### src/rtl/bullet_pool_ctrl.sv
// rtl/bullet_pool_ctrl.sv - four shared bullet slots: P1/P2 fire arbitration, muzzle spawn, tick movement, retire
module bullet_pool_ctrl #(
  parameter int X_MAX       = 160,
  parameter int Y_MAX       = 120,
  parameter int TANK_SIZE   = 8,
  parameter int BULLET_SIZE = 2,
  parameter int SPEED       = 2,
  parameter int COOLDOWN    = 16,
  parameter int MAX_PER_PLR = 2
) (
  input  logic       clk,
  input  logic       rstn,
  input  logic       tick,
  input  logic       p1_fire,
  input  logic       p2_fire,
  input  logic [7:0] p1_x,
  input  logic [7:0] p1_y,
  input  logic [7:0] p2_x,
  input  logic [7:0] p2_y,
  input  logic [1:0] p1_dir,
  input  logic [1:0] p2_dir,
  input  logic       p1_alive,
  input  logic       p2_alive,
  input  logic [3:0] bullet_destroy,
  output logic [3:0] bullet_active,
  output logic [7:0] bullet_x0,
  output logic [7:0] bullet_x1,
  output logic [7:0] bullet_x2,
  output logic [7:0] bullet_x3,
  output logic [7:0] bullet_y0,
  output logic [7:0] bullet_y1,
  output logic [7:0] bullet_y2,
  output logic [7:0] bullet_y3,
  output logic [3:0] bullet_owner,
  output logic       p1_fire_ack,
  output logic       p2_fire_ack
);

  localparam int CDW = $clog2(COOLDOWN + 1);
  localparam logic signed [9:0] L_XLIM = 10'(X_MAX - BULLET_SIZE);
  localparam logic signed [9:0] L_YLIM = 10'(Y_MAX - BULLET_SIZE);
  localparam logic signed [9:0] L_OFS  = 10'((TANK_SIZE - BULLET_SIZE) / 2);
  localparam logic signed [9:0] L_TS   = 10'(TANK_SIZE);
  localparam logic signed [9:0] L_BS   = 10'(BULLET_SIZE);
  localparam logic signed [9:0] L_SP   = 10'(SPEED);
  localparam logic [2:0]        L_MAXP = 3'(MAX_PER_PLR);

  logic [3:0]     r_active;
  logic [7:0]     r_x [4];
  logic [7:0]     r_y [4];
  logic [3:0]     r_owner;
  logic [1:0]     r_dir [4];
  logic [CDW-1:0] r_cd1;
  logic [CDW-1:0] r_cd2;
  logic           r_rr;
  logic           r_ack1;
  logic           r_ack2;

  function automatic logic signed [9:0] ext(input logic [7:0] v);
    return $signed({2'b00, v});
  endfunction

  function automatic logic in_field(input logic signed [9:0] px, input logic signed [9:0] py);
    return (px >= 10'sd0) && (px <= L_XLIM) && (py >= 10'sd0) && (py <= L_YLIM);
  endfunction

  // Muzzle position: bullet centred on the tank edge it faces, packed {x, y}.
  function automatic logic [19:0] spawn_pos(input logic [7:0] tx, input logic [7:0] ty,
                                            input logic [1:0] dir);
    logic signed [9:0] sx;
    logic signed [9:0] sy;
    sx = ext(tx) + L_OFS;
    sy = ext(ty) + L_OFS;
    case (dir)
      2'd0:    sy = ext(ty) - L_BS;
      2'd1:    sx = ext(tx) + L_TS;
      2'd2:    sy = ext(ty) + L_TS;
      default: sx = ext(tx) - L_BS;
    endcase
    return {sx, sy};
  endfunction

  logic [19:0]       w_sp1;
  logic [19:0]       w_sp2;
  logic              w_in1;
  logic              w_in2;
  logic [2:0]        w_cnt1;
  logic [2:0]        w_cnt2;
  logic [2:0]        w_nfree;
  logic [1:0]        w_f0;
  logic [1:0]        w_f1;
  logic              w_e1;
  logic              w_e2;
  logic              w_g1;
  logic              w_g2;
  logic [1:0]        w_s1;
  logic [1:0]        w_s2;
  logic              w_rr_nxt;
  logic signed [9:0] w_nx [4];
  logic signed [9:0] w_ny [4];
  logic [3:0]        w_mv_ok;

  assign w_sp1 = spawn_pos(p1_x, p1_y, p1_dir);
  assign w_sp2 = spawn_pos(p2_x, p2_y, p2_dir);
  assign w_in1 = in_field($signed(w_sp1[19:10]), $signed(w_sp1[9:0]));
  assign w_in2 = in_field($signed(w_sp2[19:10]), $signed(w_sp2[9:0]));

  // Scanning high to low leaves the lowest free index in w_f0 and the next one in w_f1.
  always_comb begin
    w_cnt1  = '0;
    w_cnt2  = '0;
    w_nfree = '0;
    w_f0    = '0;
    w_f1    = '0;
    for (int i = 3; i >= 0; i--) begin
      if (r_active[i]) begin
        if (r_owner[i]) w_cnt2 = w_cnt2 + 3'd1;
        else            w_cnt1 = w_cnt1 + 3'd1;
      end else begin
        w_f1    = w_f0;
        w_f0    = 2'(i);
        w_nfree = w_nfree + 3'd1;
      end
    end
  end

  assign w_e1 = p1_fire && p1_alive && (r_cd1 == '0) && (w_cnt1 < L_MAXP) && w_in1 && (w_nfree != 3'd0);
  assign w_e2 = p2_fire && p2_alive && (r_cd2 == '0) && (w_cnt2 < L_MAXP) && w_in2 && (w_nfree != 3'd0);

  always_comb begin
    w_g1     = 1'b0;
    w_g2     = 1'b0;
    w_s1     = w_f0;
    w_s2     = w_f0;
    w_rr_nxt = r_rr;
    if (w_e1 && w_e2) begin
      w_rr_nxt = ~r_rr;
      if (w_nfree >= 3'd2) begin
        w_g1 = 1'b1;
        w_g2 = 1'b1;
        if (r_rr) w_s1 = w_f1;
        else      w_s2 = w_f1;
      end else if (r_rr) begin
        w_g2 = 1'b1;
      end else begin
        w_g1 = 1'b1;
      end
    end else if (w_e1) begin
      w_g1 = 1'b1;
    end else if (w_e2) begin
      w_g2 = 1'b1;
    end
  end

  always_comb begin
    for (int i = 0; i < 4; i++) begin
      w_nx[i] = ext(r_x[i]);
      w_ny[i] = ext(r_y[i]);
      case (r_dir[i])
        2'd0:    w_ny[i] = ext(r_y[i]) - L_SP;
        2'd1:    w_nx[i] = ext(r_x[i]) + L_SP;
        2'd2:    w_ny[i] = ext(r_y[i]) + L_SP;
        default: w_nx[i] = ext(r_x[i]) - L_SP;
      endcase
      w_mv_ok[i] = in_field(w_nx[i], w_ny[i]);
    end
  end

  always_ff @(posedge clk or negedge rstn) begin
    if (!rstn) begin
      r_active <= '0;
      r_owner  <= '0;
      r_cd1    <= '0;
      r_cd2    <= '0;
      r_rr     <= 1'b0;
      r_ack1   <= 1'b0;
      r_ack2   <= 1'b0;
      for (int i = 0; i < 4; i++) begin
        r_x[i]   <= '0;
        r_y[i]   <= '0;
        r_dir[i] <= '0;
      end
    end else begin
      r_ack1 <= w_g1;
      r_ack2 <= w_g2;
      r_rr   <= w_rr_nxt;
      if (w_g1)                      r_cd1 <= CDW'(COOLDOWN);
      else if (tick && r_cd1 != '0) r_cd1 <= r_cd1 - CDW'(1);
      if (w_g2)                      r_cd2 <= CDW'(COOLDOWN);
      else if (tick && r_cd2 != '0) r_cd2 <= r_cd2 - CDW'(1);
      // Destroy wins over movement; grants only ever target slots inactive this cycle.
      for (int i = 0; i < 4; i++) begin
        if (r_active[i]) begin
          if (bullet_destroy[i]) begin
            r_active[i] <= 1'b0;
          end else if (tick) begin
            if (w_mv_ok[i]) begin
              r_x[i] <= w_nx[i][7:0];
              r_y[i] <= w_ny[i][7:0];
            end else begin
              r_active[i] <= 1'b0;
            end
          end
        end
      end
      if (w_g1) begin
        r_active[w_s1] <= 1'b1;
        r_x[w_s1]      <= w_sp1[17:10];
        r_y[w_s1]      <= w_sp1[7:0];
        r_owner[w_s1]  <= 1'b0;
        r_dir[w_s1]    <= p1_dir;
      end
      if (w_g2) begin
        r_active[w_s2] <= 1'b1;
        r_x[w_s2]      <= w_sp2[17:10];
        r_y[w_s2]      <= w_sp2[7:0];
        r_owner[w_s2]  <= 1'b1;
        r_dir[w_s2]    <= p2_dir;
      end
    end
  end

  assign bullet_active = r_active;
  assign bullet_owner  = r_owner;
  assign bullet_x0     = r_x[0];
  assign bullet_x1     = r_x[1];
  assign bullet_x2     = r_x[2];
  assign bullet_x3     = r_x[3];
  assign bullet_y0     = r_y[0];
  assign bullet_y1     = r_y[1];
  assign bullet_y2     = r_y[2];
  assign bullet_y3     = r_y[3];
  assign p1_fire_ack   = r_ack1;
  assign p2_fire_ack   = r_ack2;

endmodule
### config.mk
export PLATFORM = sky130hd
export DESIGN_NAME = bullet_pool_ctrl
export DESIGN_NICKNAME = d
export VERILOG_FILES = /design/src/rtl/bullet_pool_ctrl.sv
export SDC_FILE = /design/constraint.sdc
export NUM_CORES = 1
export LEC_CHECK = 0
export CAP_MARGIN = 5
export CORE_ASPECT_RATIO = 0.75
export CORE_UTILIZATION = 55
export CTS_CLUSTER_SIZE = 10
export DETAILED_ROUTE_END_ITERATION = 8
export HOLD_SLACK_MARGIN = 0.08
export PLACE_DENSITY = 0.79
export SETUP_SLACK_MARGIN = 0.5
export SYNTH_ARGS = -nofsm -noshare
export SYNTH_HDL_FRONTEND = slang
export SYNTH_SLANG_ARGS = --single-unit
### constraint.sdc
create_clock -name clk -period 9.5 [get_ports clk]
set_clock_uncertainty 0.15 [all_clocks]
set_input_delay 2.375 -clock clk [delete_from_list [all_inputs] [get_ports clk]]
set_output_delay 2.375 -clock clk [all_outputs]
set_load 0.03 [all_outputs]
Word level (Yosys, flattened, before mapping)
Cells that the tools add are included.
Cells by class
  $add $sub $neg: 39
  reduce and logical (&&, ||, !) cells: 54
  bitwise operators: 8
  magnitude comparators: 35
  eq/ne operators: 12
  muxes and demuxes: 134
Operator list (count)
  $mux 8: 36
  $pmux 10 s2: 12
  $bwmux 32: 4
  $mux 32: 4
  $ge 10x1->1 const B: 12
  $add 8x2->9 const B: 12
  $sub 8x2->9 const B: 12
  $le 10x8->1 const B: 6
  $le 10x9->1 const B: 6
  $mux 3: 15
  $add 8x4->9 const B: 4
  $logic_and 1x1->1: 35
  $demux 8 s2: 2
  $mux 1: 32
  $mux 2: 15
  $add 3x1->3 const B: 9
  $mux 5: 4
  $bwmux 8: 2
  $mux 4: 4
  $eq 2x1->1 const B: 6
  $eq 2x2->1 const B: 6
  $logic_not 2->1: 6
  $or 4x4->4: 3
  $reduce_or 2->1: 6
  17 further kinds: 29
Storage, ports and cells
  logic and storage cells: 301
  output and inout bits: 74
  bits in registers: 93
  input bits: 47

Longest topological paths before layout
  depth after elaboration: 26
  gate-level depth with buffers: 21
  depth with buffers taken out: 19

Worst setup path after synthesis
OpenSTA, ideal clock, no wires.
  path type: input port to flip-flop
  from: in p1_x[1]
  to: reg r_dir[0] (netlist bit)
  buffers on the path: 1
  stages on the path: 12
  setup slack: 4.140 ns
  setup time: 0.125 ns
  data arrival time: 5.085 ns
  required time: 9.225 ns
  cell sequence: inv_1 ha_1 or3b_1 a211oi_1 a21oi_1 xor2_1 a31o_2 nand2_2 o41ai_2 buf_6 mux2_4 mux2_2
On the way
  longest elaborated chain between the ends: 19
  elaborated cells between the ends (all ways): 34
  classes of those cells: add/sub: 3; order compare: 6; mux: 15; bitwise: 2; reduce/logical: 8
Ends and longest elaborated chain
  start, declared: line 16  | input logic [7:0] p1_x,
  $sub 8x2->9, or another cell as far along: line 78  | default: sx = ext(tx) - L_BS;
  $pmux 10 s2 *: line 74  | case (dir)
  $ge 10x1->1 / $le 10x9->1 (equally long branches): line 64  | return (px >= 10'sd0) && (px <= L_XLIM) && (py >= 10'sd0) && (py <= L_YLIM);
  $logic_and 1x1->1 * (3 in series): line 64
  $logic_and 1x1->1 * (2 in series): line 127  | assign w_e1 = p1_fire && p1_alive && (r_cd1 == '0) && (w_cnt1 < L_MAXP) && w_in1 && (w_nfree != 3'd0);
  $logic_and 1x1->1: line 136  | if (w_e1 && w_e2) begin
  $mux 2: line 136
  $not 2->3 (not written as such): line 211  | r_dir[w_s1] <= p1_dir;
  $ge 3x3->1 (not written as such) / $lt 3x1->1 (equally long branches): line 211
  $logic_and 1x1->1 (not written as such): line 211
  $mux 2 (not written as such): line 211
  $demux 2 s2: line 211
  $bwmux 8: line 211
  $mux 8: line 206  | if (w_g1) begin
  $bwmux 8: line 218  | r_dir[w_s2] <= p2_dir;
  $mux 8 *: line 213  | if (w_g2) begin
  end signal, assigned by index: line 211
  end signal, assigned by index: line 218
  end, declared: line 52  | logic [1:0] r_dir [4];
Mark *: on every way between the ends. The rest lies on a longest branch, timed or not.
A chain may end at the register's enable or synchronous reset.

Worst setup path in the final report
  from: in p1_dir[0]
  to: reg r_y, in the netlist bullet_y0[5]
On the way
  longest elaborated chain between the ends: 20
  elaborated cells between the ends (all ways): 38
  classes of those cells: order compare: 8; eq/ne: 2; mux: 16; bitwise: 2; reduce/logical: 10
Ends and longest elaborated chain
  start, declared: line 20  | input logic [1:0] p1_dir,
  $eq 2x2->1 / $logic_not 2->1 (equally long branches): line 74
  $reduce_or 2->1 (no line)
  $pmux 10 s2: line 74
  $ge 10x1->1 / $le 10x9->1 (equally long branches): line 64
  $logic_and 1x1->1 (3 in series): line 64
  $logic_and 1x1->1 (2 in series): line 127
  $logic_and 1x1->1: line 136
  $mux 2: line 136
  $not 2->3 (not written as such): line 209  | r_y[w_s1] <= w_sp1[7:0];
  $ge 3x3->1 (not written as such) / $lt 3x1->1 (equally long branches): line 209
  $logic_and 1x1->1 (not written as such): line 209
  $mux 8 (not written as such): line 209
  $demux 8 s2: line 209
  $bwmux 32: line 209
  $mux 32: line 206
  $bwmux 32: line 216  | r_y[w_s2] <= w_sp2[7:0];
  $mux 32 *: line 213
  end signal, assigned by index: line 199  | r_y[i] <= w_ny[i][7:0];
  end signal, assigned by index: line 209
  end signal, assigned by index: line 216
  end, declared: line 50  | logic [7:0] r_y [4];
Marked as above.

==> impl_metrics.json <==
{
  "status": "completed",
  "synth.top_cell.area_share_pct": 23.8,
  "cp_max_fo": 31,
  "cts_max_level": 3,
  "io_pins": 121,
  "min_period_over_period_pct": 74.5,
  "cp.arrival_ns": 7.18,
  "period_needed_ns": 7.08,
  "yosys_warnings": 0,
  "cp-end-kind": "flip-flop",
  "ys_seq_area_share_pct": 23.8,
  "die_h_um": 117,
  "r2r_cells": 18,
  "ys_types": 96,
  "start_kind": "input port",
  "max_freq_ghz": 0.141,
  "port_buffers": 120,
  "swShare_pct": 39.2,
  "cp.required_ns": 9.60,
  "diodes": 0,
  "p_int_uw": 951,
  "num-nets-final": 1312,
  "netSwitchingPower_uw": 614,
  "vias": 9116,
  "dp_hpwl_mm": 22.6,
  "synth_edf_count": 0,
  "mostFrequentLayoutCells": "119 x clkdlybuf4s50_1, 93 x dfrtp_1, 89 x mux2i_1",
  "cts_hold_buf": 0,
  "synth_area_leaders": "dfrtp_1 24%, mux2i_1 9.2%, ha_1 6.7%",
  "maxSlewHeadroom_pct": 18.8,
  "synth_fp_nets": 1235,
  "antenna_found_initial": 1,
  "syn_to_final_growth_pct": 16.2,
  "comb_power_share_pct": 36.8,
  "min_to": "r_cd2[4]$_DFFE_PN0P_",
  "post-synth-top-area-cell": "dfrtp_1",
  "die_area_sq_um": 18300,
  "synth_flop_cell": "dfrtp_1",
  "drt_iter0_markers": 786,
  "grt_pass1_wl_mm": 47.2,
  "hold-path-cell-count": 1,
  "ir_drop_mv": 0.103,
  "grt_remaining_overflow": 0,
  "setup_tns_ns": 0,
  "reg2reg_slack_ns": 4.19,
  "gp_congestion": 0.982,
  "p_leak_uw": 0.00493,
  "path_clk_slew_ns": 0.07,
  "power_density_nw_per_um2": 138,
  "reg2reg_to": "bullet_y0[3]$_DFF_PN0_",
  "setup_violations": 0,
  "fin_area_sq_um": 11400,
  "r2r_start": "bullet_active[3]$_DFF_PN0_",
  "worst_pin_slew_ns": 1.21,
  "numCtsBuffers": 9,
  "cts_sinks": 93,
  "sequentialPowerShare_pct": 36.8,
  "final_max_slew_viol_count": 0,
  "syn_inst": 1136,
  "hold_class": "flip-flop to flip-flop",
  "dr.pass1.iters": 6,
  "die_w_um": 156,
  "drc": 0,
  "clk_latency_ns": 0.36,
  "ys_async_sr_fraction_pct": 100,
  "coreArea_sq_um": 17100,
  "pwr-share-clk_pct": 26.4,
  "netlist_area_sq_um": 9770,
  "post_drt_wl_per_cell_um": 20.7,
  "postRouteAntennaNets": 0,
  "cts_setup_buffers": 0,
  "cap_violations": 0,
  "avgViaCountPerCell": 6.27,
  "rsz0062_at_grt": "false",
  "cts_resized": 0,
  "start_util_pct": 57.2,
  "final_common_cell": "clkdlybuf4s50_1",
  "layout-drive-gt1-share_pct": 9.36,
  "hold_viol": 0,
  "grt_max_degree": 63,
  "cts_tree": "yes",
  "worst_hold_startpoint": "r_cd2[4]$_DFFE_PN0P_",
  "num_rows": 41,
  "grt_pass1_vias": 8352,
  "utilization_pct": 66.5,
  "postSynthAreaPerCell_sq_um": 8.60,
  "ys_ff_latch": 93,
  "clockBufferDepth": 2,
  "totalWireLength_mm": 30.1,
  "grt.total_usage_pct": 33.4,
  "dpl_cell_area_sq_um": 11000,
  "n_fill_cell": 1438,
  "crit_type": "input port to flip-flop",
  "root_buffer": "clkbuf_16"
}
per-stage QoR:
step	hold WS [ns]	power, uW	setup slack (ns)	cells
global route	0.364	1640	2.26	1454
detailed placement	0.344	1140	2.20	1437
finish	0.359	1560	2.42	1454
CTS	0.360	1560	2.54	1453
global placement	0.311	1130	2.33	1437
floorplan	0.301	927	4.14	1136
power by group through the flow:
stage,clock [uW],sequential (uW),combinational (uW)
global placement,0,576,550
CTS,415,572,568
detailed placement,0,579,563
finish,413,576,576
floorplan,0,589,338
global route,432,588,622
critical path, cell delays in order:
cell and delay, ns:
clkdlybuf4s50_1 1.28, inv_2 0.28, a21boi_0 0.28, o211ai_1 0.37, or4_1 0.60, a31o_2 0.27, nand3b_2 0.15, a2bb2oi_2 0.28
nand3_1 0.80, o22ai_1 0.46
sequential cells by signal, summed over array words and instances (netlist names):
register	cells
bullet_x0	8
bullet_x1	8
bullet_x2	8
bullet_x3	8
bullet_y0	8
bullet_y1	8
bullet_y2	8
bullet_y3	8
r_dir	8
r_cd1	5
r_cd2	5
bullet_active	4
bullet_owner	4
p1_fire_ack	1
p2_fire_ack	1
r_rr	1
synthesized netlist by cell type, drive strengths merged (20+ instances only):
cell	number
nand2	72
o21ai	47
a21oi	44
dfrtp	93
inv	69
ha	52
buf	39
mux2i	90
nand4	20
nor2	74
xor2	48
mux2	43
nor3	38
clkbuf	28
nand3	39
xnor2	70
nand2b	20
how the worst max path moves through the flow:
stage / startpoint / end
after floorplan: p1_x[1] / r_dir[0]$_DFF_PN0_
after global placement: p1_dir[0] / r_dir[6]$_DFF_PN0_
after detailed placement: p1_dir[0] / bullet_y0[5]$_DFF_PN0_
after CTS: p1_dir[0] / bullet_y0[5]$_DFF_PN0_
after global routing: p1_dir[0] / r_dir[7]$_DFF_PN0_
final: p1_dir[0] / bullet_y0[5]$_DFF_PN0_
layout make-up:
class                      count  area (sq um)  area share (%)
clock inverter                 6          93.8           0.826
multi-input combinational    907          6850            60.3
sequential                    93          2330            20.5
clock buffer                  10           239            2.10
tap                          236           295            2.60
inverter                      69           259            2.28
timing repair buffer         133          1290            11.4
cells by family after synthesis:
family	count (synthesis)	share of synthesized area (%)
xor gates and xnor gates	118	10.6
DFF	93	23.8
adders and majority gates	52	6.66
buffers and inverters	136	6.24
and+or+nand+nor	389	23.1
AOI/OAI and AO/OA	215	15.4
muxes	133	14.3
metal layers:
metal	global-route usage, %	part of all wire [%]	up-vias
li1	-	-	4270
met1	48.6	46	4375
met2	49.2	43	416
met3	6.91	8.2	53
met4	9.99	2.7	2
met5	0	0.043	-
Power figures use the tool's default switching activity.
